$ cat src/rtl/mem_port_arbiter.sv
// Single-port memory arbiter between instruction fetch and the LSU, one outstanding transaction.
// Optional IF anti-starvation logic is enabled by defining MEM_ARB_FAIR_EN.
`timescale 1ns/1ps
module mem_port_arbiter #(
  parameter int unsigned XLEN       = 32,
  parameter int unsigned STARVE_MAX = 4
) (
  input  logic            clk,
  input  logic            reset_n,
  input  logic            if_req_i,
  input  logic [XLEN-1:0] if_adr_i,
  output logic            if_gnt_o,
  output logic            if_rvalid_o,
  output logic [XLEN-1:0] if_rdata_o,
  input  logic            lsu_req_i,
  input  logic [XLEN-1:0] lsu_adr_i,
  input  logic            lsu_we_i,
  input  logic [2:0]      lsu_size_i,
  input  logic [XLEN-1:0] lsu_wdata_i,
  output logic            lsu_gnt_o,
  output logic            lsu_rvalid_o,
  output logic [XLEN-1:0] lsu_rdata_o,
  input  logic            flush_i,
  output logic            mem_req_o,
  output logic [XLEN-1:0] mem_adr_o,
  output logic            mem_we_o,
  output logic [2:0]      mem_size_o,
  output logic [XLEN-1:0] mem_wdata_o,
  input  logic            mem_gnt_i,
  input  logic            mem_rvalid_i,
  input  logic [XLEN-1:0] mem_rdata_i,
  output logic            busy_o
);

  typedef enum logic [0:0] {
    ST_IDLE = 1'b0,
    ST_RESP = 1'b1
  } state_e;

  localparam logic OWN_IF  = 1'b0;
  localparam logic OWN_LSU = 1'b1;

  state_e state_q, state_d;
  logic   owner_q, owner_d;
  logic   drop_q,  drop_d;

  logic   arb_open_s;
  logic   if_req_eff_s;
  logic   if_prio_s;
  logic   sel_if_s;
  logic   sel_lsu_s;
  logic   grant_s;
  logic   resp_s;

`ifdef MEM_ARB_FAIR_EN
  localparam int unsigned CNT_W = (STARVE_MAX < 32'd1) ? 32'd1 : $clog2(STARVE_MAX + 32'd1);
  logic [CNT_W-1:0] starve_q, starve_d;

  // IF gets priority once it has been held off STARVE_MAX consecutive cycles
  always_comb begin
    if_prio_s = (starve_q == CNT_W'(STARVE_MAX));
  end

  // Starvation counter: counts blocked IF request cycles, saturating
  always_comb begin
    starve_d = starve_q;
    if (!if_req_i || (grant_s && sel_if_s)) begin
      starve_d = {CNT_W{1'b0}};
    end else if (starve_q != CNT_W'(STARVE_MAX)) begin
      starve_d = starve_q + {{(CNT_W-1){1'b0}}, 1'b1};
    end else begin
      starve_d = starve_q;
    end
  end

  // Starvation counter register
  always_ff @(posedge clk) begin
    if (!reset_n) begin
      starve_q <= {CNT_W{1'b0}};
    end else begin
      starve_q <= starve_d;
    end
  end
`else
  logic starve_max_unused_s;

  // Fixed LSU priority build: IF never overrides the LSU
  always_comb begin
    if_prio_s           = 1'b0;
    starve_max_unused_s = (STARVE_MAX == 32'd0);
  end
`endif

  // Arbitration window and requester selection; a flush hides the fetch request
  always_comb begin
    arb_open_s   = 1'b0;
    if_req_eff_s = if_req_i & ~flush_i;
    sel_if_s     = 1'b0;
    sel_lsu_s    = 1'b0;
    if (!reset_n) begin
      arb_open_s = 1'b0;
    end else if (state_q == ST_IDLE) begin
      arb_open_s = 1'b1;
    end else begin
      arb_open_s = mem_rvalid_i;
    end
    if (arb_open_s) begin
      if (if_req_eff_s && (if_prio_s || !lsu_req_i)) begin
        sel_if_s = 1'b1;
      end else if (lsu_req_i) begin
        sel_lsu_s = 1'b1;
      end else begin
        sel_if_s  = 1'b0;
        sel_lsu_s = 1'b0;
      end
    end else begin
      sel_if_s  = 1'b0;
      sel_lsu_s = 1'b0;
    end
  end

  // Memory request mux and same-cycle grant / response routing
  always_comb begin
    mem_req_o   = sel_if_s | sel_lsu_s;
    mem_adr_o   = {XLEN{1'b0}};
    mem_we_o    = 1'b0;
    mem_size_o  = 3'b000;
    mem_wdata_o = {XLEN{1'b0}};
    if (sel_lsu_s) begin
      mem_adr_o   = lsu_adr_i;
      mem_we_o    = lsu_we_i;
      mem_size_o  = lsu_size_i;
      mem_wdata_o = lsu_wdata_i;
    end else if (sel_if_s) begin
      mem_adr_o   = if_adr_i;
      mem_size_o  = 3'b010;
    end else begin
      mem_adr_o   = {XLEN{1'b0}};
    end
    grant_s      = mem_req_o & mem_gnt_i;
    if_gnt_o     = grant_s & sel_if_s;
    lsu_gnt_o    = grant_s & sel_lsu_s;
    resp_s       = reset_n & (state_q == ST_RESP) & mem_rvalid_i;
    if_rvalid_o  = resp_s & (owner_q == OWN_IF) & ~drop_q & ~flush_i;
    lsu_rvalid_o = resp_s & (owner_q == OWN_LSU);
    if_rdata_o   = if_rvalid_o  ? mem_rdata_i : {XLEN{1'b0}};
    lsu_rdata_o  = lsu_rvalid_o ? mem_rdata_i : {XLEN{1'b0}};
    busy_o       = reset_n & (state_q == ST_RESP);
  end

  // Next-state, owner and drop-flag logic
  always_comb begin
    state_d = state_q;
    owner_d = owner_q;
    drop_d  = drop_q;
    case (state_q)
      ST_IDLE: begin
        if (grant_s) begin
          state_d = ST_RESP;
        end else begin
          state_d = ST_IDLE;
        end
      end
      ST_RESP: begin
        if (mem_rvalid_i) begin
          state_d = grant_s ? ST_RESP : ST_IDLE;
        end else begin
          state_d = ST_RESP;
        end
      end
      default: begin
        state_d = ST_IDLE;
      end
    endcase
    if (grant_s) begin
      owner_d = sel_lsu_s ? OWN_LSU : OWN_IF;
      drop_d  = sel_if_s & flush_i;
    end else if (resp_s) begin
      owner_d = owner_q;
      drop_d  = 1'b0;
    end else if ((state_q == ST_RESP) && (owner_q == OWN_IF) && flush_i) begin
      owner_d = owner_q;
      drop_d  = 1'b1;
    end else begin
      owner_d = owner_q;
      drop_d  = drop_q;
    end
  end

  // State, owner and drop-flag registers
  always_ff @(posedge clk) begin
    if (!reset_n) begin
      state_q <= ST_IDLE;
      owner_q <= OWN_IF;
      drop_q  <= 1'b0;
    end else begin
      state_q <= state_d;
      owner_q <= owner_d;
      drop_q  <= drop_d;
    end
  end

endmodule
$ cat config.mk
export PLATFORM = sky130hd
export DESIGN_NAME = mem_port_arbiter
export DESIGN_NICKNAME = d
export VERILOG_FILES = /design/src/rtl/mem_port_arbiter.sv
export SDC_FILE = /design/constraint.sdc
export NUM_CORES = 1
export LEC_CHECK = 0
export CAP_MARGIN = 20
export CORE_AREA = 2 2 109 111
export DETAILED_ROUTE_END_ITERATION = 6
export DIE_AREA = 0 0 111 113
export SLEW_MARGIN = 20
export SYNTH_ARGS = -nofsm -noshare
export SYNTH_HDL_FRONTEND = slang
export SYNTH_SLANG_ARGS = --single-unit
$ cat constraint.sdc
create_clock -name clk -period 5.25 [get_ports clk]
set_input_delay 1.575 -clock clk [delete_from_list [all_inputs] [get_ports clk]]
set_output_delay 1.575 -clock clk [all_outputs]
set_load 0.05 [all_outputs]
# Yosys cells after proc, flatten, opt, wreduce, memory -nomap -nowiden
# Index checks and enable logic that the tools add are counted.
# totals
regBits	3
input_bits	139
output_inout_bits	138
word_cells	46
# classes
mux	22
bitwise	16
reduce_logical	5
# ops
operator	n
32-bit 2-to-1 mux	5
1-bit 2-to-1 mux	14
1-bit bitwise AND	11
1-bit inverter	4
1-bit logical AND	3
3-bit 2-to-1 mux	1
3-bit nonzero test	1
2-bit 2-to-1 mux	1
1-bit case mux with 2 select lines	1
1-bit logical NOT	1
1-bit OR	1

# Depth between registers and ports, before layout
# logic_depth
word_depth	10
mapped_depth	5
depth_no_buf	3

# Worst setup path after synthesis
# No wires, ideal clock.
# synth_path
kind	input port to output port
startpoint	in mem_rvalid_i
endpoint	out if_rdata_o[22]
arrival_ns	2.753
slack_ns	0.922
cell_stages	4
path_buffers	1
path_cell_list	nand3_1 nor4_4 buf_2 and2_1
# synth_between
elab_chain_cells	5
# synth_rtl
item	line_no	text
start: declaration	30	input logic mem_rvalid_i,
1-bit bitwise AND	143	resp_s = reset_n & (state_q == ST_RESP) & mem_rvalid_i;
1-bit bitwise AND (3 in a row)	144	if_rvalid_o = resp_s & (owner_q == OWN_IF) & ~drop_q & ~flush_i;
net if_rvalid_o	13	output logic if_rvalid_o,
32-bit 2-to-1 mux	146	if_rdata_o = if_rvalid_o ? mem_rdata_i : {XLEN{1'b0}};
end: declaration	14	output logic [XLEN-1:0] if_rdata_o,
# The timed path passes the listed nets, and every way through them passes these cells.

# Worst setup path after layout
# layout_path
startpoint	in mem_rvalid_i
endpoint	out mem_adr_o[25]
# layout_between
elab_chain_cells	5
word_cells_on_any_way	6
# layout_rtl
item	line_no	text
1-bit 2-to-1 mux (*)	102	end else if (state_q == ST_IDLE) begin
1-bit 2-to-1 mux (*)	100	if (!reset_n) begin
1-bit 2-to-1 mux	107	if (arb_open_s) begin
32-bit 2-to-1 mux	134	end else if (sel_if_s) begin
32-bit 2-to-1 mux (*)	129	if (sel_lsu_s) begin
end: declaration	25	output logic [XLEN-1:0] mem_adr_o,
# Every way passes the cells marked *; elsewhere a longest branch is shown, timed or not.

==> metrics.txt <==
cts bufs inserted 3; period utilization 92.8%; syn_nets 311; worst vdd ir 0.0000950 V; gr ovfl total 0; Initial DRT Pass Iterations 4; combinational power share 73.0%; diode count 0; xor and xnor area share after synthesis 0%; M1 GR Usage 13.8%; initial drt markers 65; post-route setup slack 0.375 ns; Slew Limit Fails 0; post-synthesis area per instance 7.16 µm²; TritonCTS Sinks 3; Placed Cells 579; DR WL/cell 15.7 µm; number of synthesized flops with an enable pin 0; CTS root buffer clkbuf_16; Buf/Inv on CP 3; Post-CTS Hold Fix Bufs 0; initial antenna violation count 0; Psw 0.000196 W; Port Buffers 276; Setup-failing EPs final 0; Die W 111 µm; Crit path max-delay family buffers and inverters; Pint 0.000346 W; Layout area overhead 353%; Seq. cell area 60.1 µm²; DPL Wire Length 8180 µm; Rows 39; ys async rst share 0%; Post-Layout Cell Count 583; GRT Max-Usage Layer met2; RSZ-0062 raised after global routing no; Initial Util 10.9%; Setup TNS 0 ns; final hold vios 0; Synth Area in Adders 0%; I/O pin cnt 277; share of cells above drive strength 1 34.3%; Leak 2.24 nW; Synth Flop Type dfxtp_1; register share of total power 4.8%; clock share of power 22.2%; crit start category primary input; worst path cell trace clkdlybuf4s50_1, nand2b_1, and3_2, buf_12, a22o_1, buf_12; R2R setup slack 3.81 ns; dpl ws 0.369 ns; cell area after synthesis 1230 µm²; met2 Use GR 26.5%; Hold/Removal Path Class flop to flop; Die Y 113 µm; Worst-path clk slew 0.03 ns; Via Count 2286; worst setup path class primary input to output pin; vias per cell 3.92; Final #Nets 580; CP dominant cell by count buf_12; Post-Syn Instances 172; Max clock buf depth 2; area share of the largest cell type after synthesis 51.8%; first-pass GRT wire length 13200 µm; Multi-input gate area 1050 µm²; arrival time worst endpoint 3.30 ns; Synth Area in Compound Gates 26.8%; Max Fclk 0.205 GHz; Setup Skew 0.00105 ns; Worst Path Max Fanout 36; Crit-path slowest cell clkdlybuf4s50_1; hold slack final 0.572 ns; synth top area cells and2_1 (52%), a22o_1 (23%), dfxtp_1 (4.9%), buf_6 (4.6%), buf_2 (2.0%); outcome complete, no violations; crit path capture type output pin; cell area power density 97.4 nW/µm²; GR Layer Usage met3 3.00%; CP max stage delay 0.49 ns; largest family of logic cells by synthesized area simple AND/OR/NAND/NOR gates; detailed-route wire length 9140 µm; pin count of the biggest net entering global routing 37; Max Cap Viol 0; Yosys cell types 23; mux share of post-synthesis cell area 0%; post-synthesis sequential area ratio 4.88%; core area 11300 µm²; relative slew slack 65.8%; Skew-Pair Late Insertion Delay 0.22 ns; Yosys reg bits 3; critical path required time 3.68 ns; post-CTS setup buffers 0; Post-Synth Simple-Gate Area 58.0%; # DRC 0; most frequent cell after synthesis and2_1; Commonest cells post-synth and2_1 (102), a22o_1 (32), buf_2 (5), buf_6 (5), clkbuf_1 (5); FILL cells 990; YS warnings 0; switch share 36.2%; DRT antenna net count 0; Die Area 12500 µm²; Tmin final 4.87 ns; CTS tree yes; vias in the first global route 2377; CTS resizes 0; global placer's final weighted congestion 0.789; Core Util, Final 49.4%; GR Util All Layers 13.1%; Worst Max-Slew Pin Slew 0.511 ns; post-synth top area cell and2_1; # H-tree levels 1
-- worst reg2reg max path, stage by stage, from the launching register on --
cell and delay, ns:
dfxtp_1 0.41, nand2b_1 0.13, and3_2 0.37, buf_4 0.22, a32o_1 0.19
-- per-stage QoR --
stage | area (µm²) | total power (W)
floorplan | 1230 | 0.000175
global placement | 5490 | 0.000421
detailed placement | 5490 | 0.000424
CTS | 5570 | 0.000546
global route | 5570 | 0.000563
finish | 5570 | 0.000543
-- worst paths after layout --
| kind | startpoint | endpoint | depth (start not counted) |
|---|---|---|---|
| hold reg to reg | owner_q$_SDFFE_PN0P_ | owner_q$_SDFFE_PN0P_ | 1 |
| setup / recovery | mem_rvalid_i | mem_adr_o[25] | 6 |
| setup reg to reg | state_q$_SDFF_PN0_ | owner_q$_SDFFE_PN0P_ | 4 |
| hold / removal | owner_q$_SDFFE_PN0P_ | owner_q$_SDFFE_PN0P_ | 1 |
-- placed cells by master, fill, tap and decap left out, types with 2 or more instances in the layout --
| cell | instances |
|---|---|
| clkdlybuf4s50_1 | 139 |
| buf_12 | 139 |
| and2_1 | 102 |
| a22o_1 | 32 |
| buf_4 | 4 |
| clkbuf_16 | 3 |
| dfxtp_1 | 3 |
| nand3_1 | 2 |
-- final cells by class --
cell class,count,area share (%)
inverters,1,0.0674
repair buffers,282,75.5
flip-flops and latches,3,1.08
multi-input cells,150,18.8
well taps,143,3.21
clock buffers,4,1.41
-- metal layers --
metal,share of wire [%],vias up
met5,0,-
met4,1.4,0
met3,6.4,12
met2,58,111
met1,34,1045
li1,-,1118
-- cell families after synthesis --
kind of cell	Yosys count
and+or+nand+nor	112
buffers and inverters	19
AOI/OAI and AO/OA	38
DFF	3
-- power groups by stage --
stage	Clock, W	Combinational (W)	Sequential [W]
after detailed placement	0	0.000398	0.0000264
after CTS	0.000121	0.000399	0.0000261
after global routing	0.000126	0.000410	0.0000264
final	0.000120	0.000396	0.0000261
after floorplan	0	0.000149	0.0000261
after global placement	0	0.000395	0.0000264
-- flip-flops by register name, summed over array words and instances, names as in the netlist --
name,count
owner_q,1
state_q,1
drop_q,1
No activity file was read; power rests on OpenSTA's default activity.
==> variant 1: new RTL, config.mk and constraints unchanged <==
Add a define of `MEM_ARB_FAIR_EN`.
--- a/src/rtl/mem_port_arbiter.sv
+++ b/src/rtl/mem_port_arbiter.sv
@@ -1,6 +1,8 @@
 // Single-port memory arbiter between instruction fetch and the LSU, one outstanding transaction.
 // Optional IF anti-starvation logic is enabled by defining MEM_ARB_FAIR_EN.
 `timescale 1ns/1ps
+`define MEM_ARB_FAIR_EN
+
 module mem_port_arbiter #(
   parameter int unsigned XLEN       = 32,
   parameter int unsigned STARVE_MAX = 4
Check against the original RTL: not equivalent (Yosys sat finds a counterexample within 10 cycles, from zero or initial values and one cycle with reset_n low).
==> variant 1 against the original RTL <==
- routed wire length grew 17%
- power up 4.0%
- sequential power grew 94%
- hold slack got worse by 68 ps
- area after synthesis is 48% higher
- largest cell class unchanged
- first-iteration DRC count rose by 43%
- setup slack better by 78 ps
- clock skew about the same
- synthesized cell count is 66% higher
- final area rose by 0.92%
- sequential cell count is 3 higher
- combinational power down 2%
==> variant 1: results (changes against the original RTL) <==
INFO  metric run_status = finished clean
INFO  metric worst_setup_path_endpoint = if_gnt_o
INFO  metric ys_top_cells_by_count = sky130_fd_sc_hd__nand3_1, sky130_fd_sc_hd__and2_1, sky130_fd_sc_hd__and3_1, sky130_fd_sc_hd__o22ai_1, sky130_fd_sc_hd__buf_2
INFO  metric route.detailed.wl_per_inst = 15.76 um (+0.53%)
INFO  metric seq_cell_count = 6 (+3)
INFO  metric met3RoutedLength = 783 um (+35%)
INFO  metric setup_slack = 453.9 ps (+78.49 ps)
INFO  metric globalRouteMet1Util = 0.1789 (+0.04061)
INFO  metric grt_util_all_layers = 0.1604 (+0.02906)
INFO  metric power.internal = 0.3396 mW (-1.9%)
INFO  metric synthTopCellsByArea = sky130_fd_sc_hd__and2_1, sky130_fd_sc_hd__nand3_1, sky130_fd_sc_hd__and3_1
INFO  metric seqPwrFrac = 0.090 (+0.042)
INFO  metric route.detailed.vias_per_inst = 4.550 (+16%)
INFO  metric detailedRoute.firstIterationViolations = 93 (+43%)
INFO  metric postSynthNetCount = 426 (+37%)
INFO  metric clk_share = 0.01335 (-0.0007966)
INFO  metric buf_share = 0.6720 (-0.08254)
INFO  metric drive_above_1_share = 0.2942 (-0.04895)
INFO  metric finalPower = 0.5641 mW (+4.0%)
INFO  metric dr_wl_met2 = 5.861 mm (+10%)
INFO  metric num-fill-cells = 1054 (+6.5%)
INFO  metric gpl.final_weighted_congestion = 0.8536 (+8.1%)
INFO  metric netlist_area = 1818 sq um (+48%)
INFO  metric crit_path_max_incr_delay = 540 ps (+50 ps)
INFO  metric power_frac_comb = 0.691 (-0.039)
INFO  metric sequential_cell_area_share = 0.02136 (+0.01058)
INFO  metric worst_hold_path.num_cells = 2 (+1)
INFO  metric path_max_fanout = 22 (-39%)
INFO  metric ir_worst_vdd = 0.07607 mV (-20%)
INFO  metric wl_met1 = 3.967 mm (+28%)
INFO  metric skew = 1.015 ps (-0.03325 ps)
variant 1: cell types whose count changed in the layout (fill, tap and decap cells not counted), moves of 3 or more:
cell	change
sky130_fd_sc_hd__and2_1	-37
sky130_fd_sc_hd__a22o_1	-32
sky130_fd_sc_hd__inv_1	+3
sky130_fd_sc_hd__o22ai_1	+32
sky130_fd_sc_hd__and3_1	+36
sky130_fd_sc_hd__dfxtp_1	+3
sky130_fd_sc_hd__nor3_1	+4
sky130_fd_sc_hd__buf_12	-36
sky130_fd_sc_hd__buf_4	+40
sky130_fd_sc_hd__nand2_1	+4
sky130_fd_sc_hd__o32ai_1	+3
sky130_fd_sc_hd__nand3_1	+66
variant 1: cells by family (layout without fill, tap and decap cells):
logic type | count (synthesis) | in the layout
AND/OR/NAND/NOR | 189 | 189
AO/OA/AOI/OAI | 47 | 47
buffers and inverters | 41 | 293
flip-flops | 6 | 6
adder cells (fa/ha/maj) | 2 | 2
==> variant 2: new RTL, config.mk and constraints unchanged <==
Made on the original files. `XLEN`: 32 -> 36.
--- a/src/rtl/mem_port_arbiter.sv
+++ b/src/rtl/mem_port_arbiter.sv
@@ -2,7 +2,7 @@
 // Optional IF anti-starvation logic is enabled by defining MEM_ARB_FAIR_EN.
 `timescale 1ns/1ps
 module mem_port_arbiter #(
-  parameter int unsigned XLEN       = 32,
+  parameter int unsigned XLEN       = 36,
   parameter int unsigned STARVE_MAX = 4
 ) (
   input  logic            clk,
Ports: changed (8 resized); port bits go from 277 to 309. No check against the original RTL was run, so the function may have changed too.
==> variant 2 against the original RTL <==
- clock power up 3%
- area after synthesis up 7.6%
- first-iteration DRC count up 62%
- die area unchanged
- hold slack better by 11 ps
- sequential cell count unchanged
- core utilization up 5.2 points
- routed wire length up 12%
- synthesized cell count up 9.9%
- global-route usage up 2.1 points
- setup slack better by 24 ps
- final area up 10%
- power up 8.9%
==> variant 2: results (changes against the original RTL) <==
INFO  metric critical-path-slowest-cell = sky130_fd_sc_hd__clkdlybuf4s50_1
INFO  metric globalRouteMet1Util = 0.1617 (+0.02338)
INFO  metric setup-violations-final = 0 (unchanged)
INFO  metric finalNonFillerCells = 630 (+8.1%)
INFO  metric global_route.usage.met2 = 0.3084 (+0.04376)
INFO  metric detailedRoute.firstIterationViolations = 105 (+62%)
INFO  metric yosysWarningCount = 0 (unchanged)
INFO  metric synthTopCellsByArea = sky130_fd_sc_hd__and2_1, sky130_fd_sc_hd__a22o_1, sky130_fd_sc_hd__dfxtp_1
INFO  metric syn-instance-count = 189 (+9.9%)
INFO  metric run_status = finished clean
INFO  metric crit_path_max_incr_delay = 590 ps (+100 ps)
INFO  metric seq_area_frac_synth = 0.04533 (-0.003455)
INFO  metric layout.nets = 643 (+11%)
INFO  metric dp_hpwl = 8.998 mm (+10%)
INFO  metric synth_async_sr_flop_share = 0 (unchanged)
INFO  metric grt_pass1_wl = 15.19 mm (+15%)
INFO  metric grt_util_all_layers = 0.1524 (+0.02102)
INFO  metric ys_dominant_reg_cell = sky130_fd_sc_hd__dfxtp_1
INFO  metric skew = 0.8633 ps (-0.1849 ps)
INFO  metric clock_latency = 230 ps
INFO  metric route.detailed.wl_per_inst = 16.29 um (+3.9%)
INFO  metric total_leakage_power = 2.477 nW (+11%)
INFO  metric antenna_cells = 0 (unchanged)
INFO  metric htree_num_levels = 1 (unchanged)
INFO  metric ir_worst_vdd = 0.1147 mV (+21%)
INFO  metric initial_antenna_violation_count = 0 (unchanged)
INFO  metric gpl.final_weighted_congestion = 0.8260 (+4.6%)
INFO  metric post-cts-setup-buffer-count = 0 (unchanged)
INFO  metric vias = 2539 (+11%)
INFO  metric drive_above_1_share = 0.3388 (-0.004373)
INFO  metric num-fill-cells = 950 (-4.0%)
INFO  metric pre_cts_ws = 419.8 ps (+50.96 ps)
INFO  metric numCtsBuffers = 3 (unchanged)
INFO  metric arrival = 3280 ps (-20 ps)
INFO  metric post_cts_resized = 0 (unchanged)
INFO  metric timing.hold.worst.class = reg -> reg
INFO  metric top_regs = drop_q (1), owner_q (1), state_q (1)
INFO  metric grtUsageMet3 = 0.03321 (+0.003214)
INFO  metric relSlewSlack = 0.6563 (-0.002109)
INFO  metric cts_max_path_buffers = 2 (unchanged)
INFO  metric clk_pin_slew_worst_paths = 30 ps (about the same)
INFO  metric postSynthNetCount = 344 (+11%)
INFO  metric path_max_fanout = 37 (+2.8%)
INFO  metric synthDistinctLibCells = 23 (unchanged)
INFO  metric post_dp_cell_area = 6076 sq um (+11%)
INFO  metric portBuffers = 308 (+12%)
INFO  metric ys_top_cells_by_count = sky130_fd_sc_hd__and2_1, sky130_fd_sc_hd__a22o_1, sky130_fd_sc_hd__buf_2, sky130_fd_sc_hd__clkbuf_1, sky130_fd_sc_hd__dfxtp_1
INFO  metric grt_pass1_vias = 2586 (+8.8%)
INFO  metric first_pass_drt_iterations = 4 (unchanged)
INFO  metric maximum_number_of_pins_on_one_net_before_global_route_repair = 53 (+43%)
INFO  metric root_buffer = sky130_fd_sc_hd__clkbuf_16
variant 2: critical path: cells and delay by family:
family	cells	cell delay, ps
AND/OR/NAND/NOR	3	600
buffers and inverters	3	1080
variant 2: cell type report:
| class | instances | share of cell area |
|---|---|---|
| repair buffers | 313 | 0.7599 |
| clock buffers | 4 | 0.01281 |
| flip-flops and latches | 3 | 0.009758 |
| well taps | 143 | 0.02907 |
| multi-input cells | 166 | 0.1878 |
| inverters | 1 | 0.0006099 |
variant 2: metrics by stage:
stage / total power [mW] / utilization / hold slack (ps)
after floorplan: 0.1894 / - / 552.9
after global placement: 0.4664 / 0.5390 / 585.2
after detailed placement: 0.4687 / 0.5390 / 577.1
after CTS: 0.5955 / 0.5460 / 584.2
after global routing: 0.6096 / 0.5460 / 615.0
final: 0.5907 / 0.5460 / 583.1
variant 2: worst paths after layout:
check	from	endpoint	slack, ps	depth (start not counted)
worst min-delay path	owner_q$_SDFFE_PN0P_	owner_q$_SDFFE_PN0P_	580	1
worst max register to register	state_q$_SDFF_PN0_	owner_q$_SDFFE_PN0P_	3920	4
worst max-delay path	reset_n	if_rdata_o[19]	400	6
worst min register to register	owner_q$_SDFFE_PN0P_	owner_q$_SDFFE_PN0P_	580	1
variant 2: logic make-up after synthesis:
logic type | after synthesis | share of synthesized area
simple gates | 124 | 0.5959
buf+inv | 20 | 0.08309
compound gates | 42 | 0.2757
flops | 3 | 0.04533
variant 2: power breakdown:
part	internal (mW)	switching, mW	leakage, nW	total [mW]
Sequential	0.0244	0.00168	0.0247	0.0261
Combinational	0.246	0.194	2.41	0.440
Clock	0.100	0.0239	0.0382	0.124
Total	0.371	0.220	2.48	0.591
variant 2: layer usage:
layer | share of wire | routed length (um)
met5 | 0 | 0
met4 | 0.011 | 109
met3 | 0.072 | 735
met2 | 0.57 | 5866
met1 | 0.35 | 3553
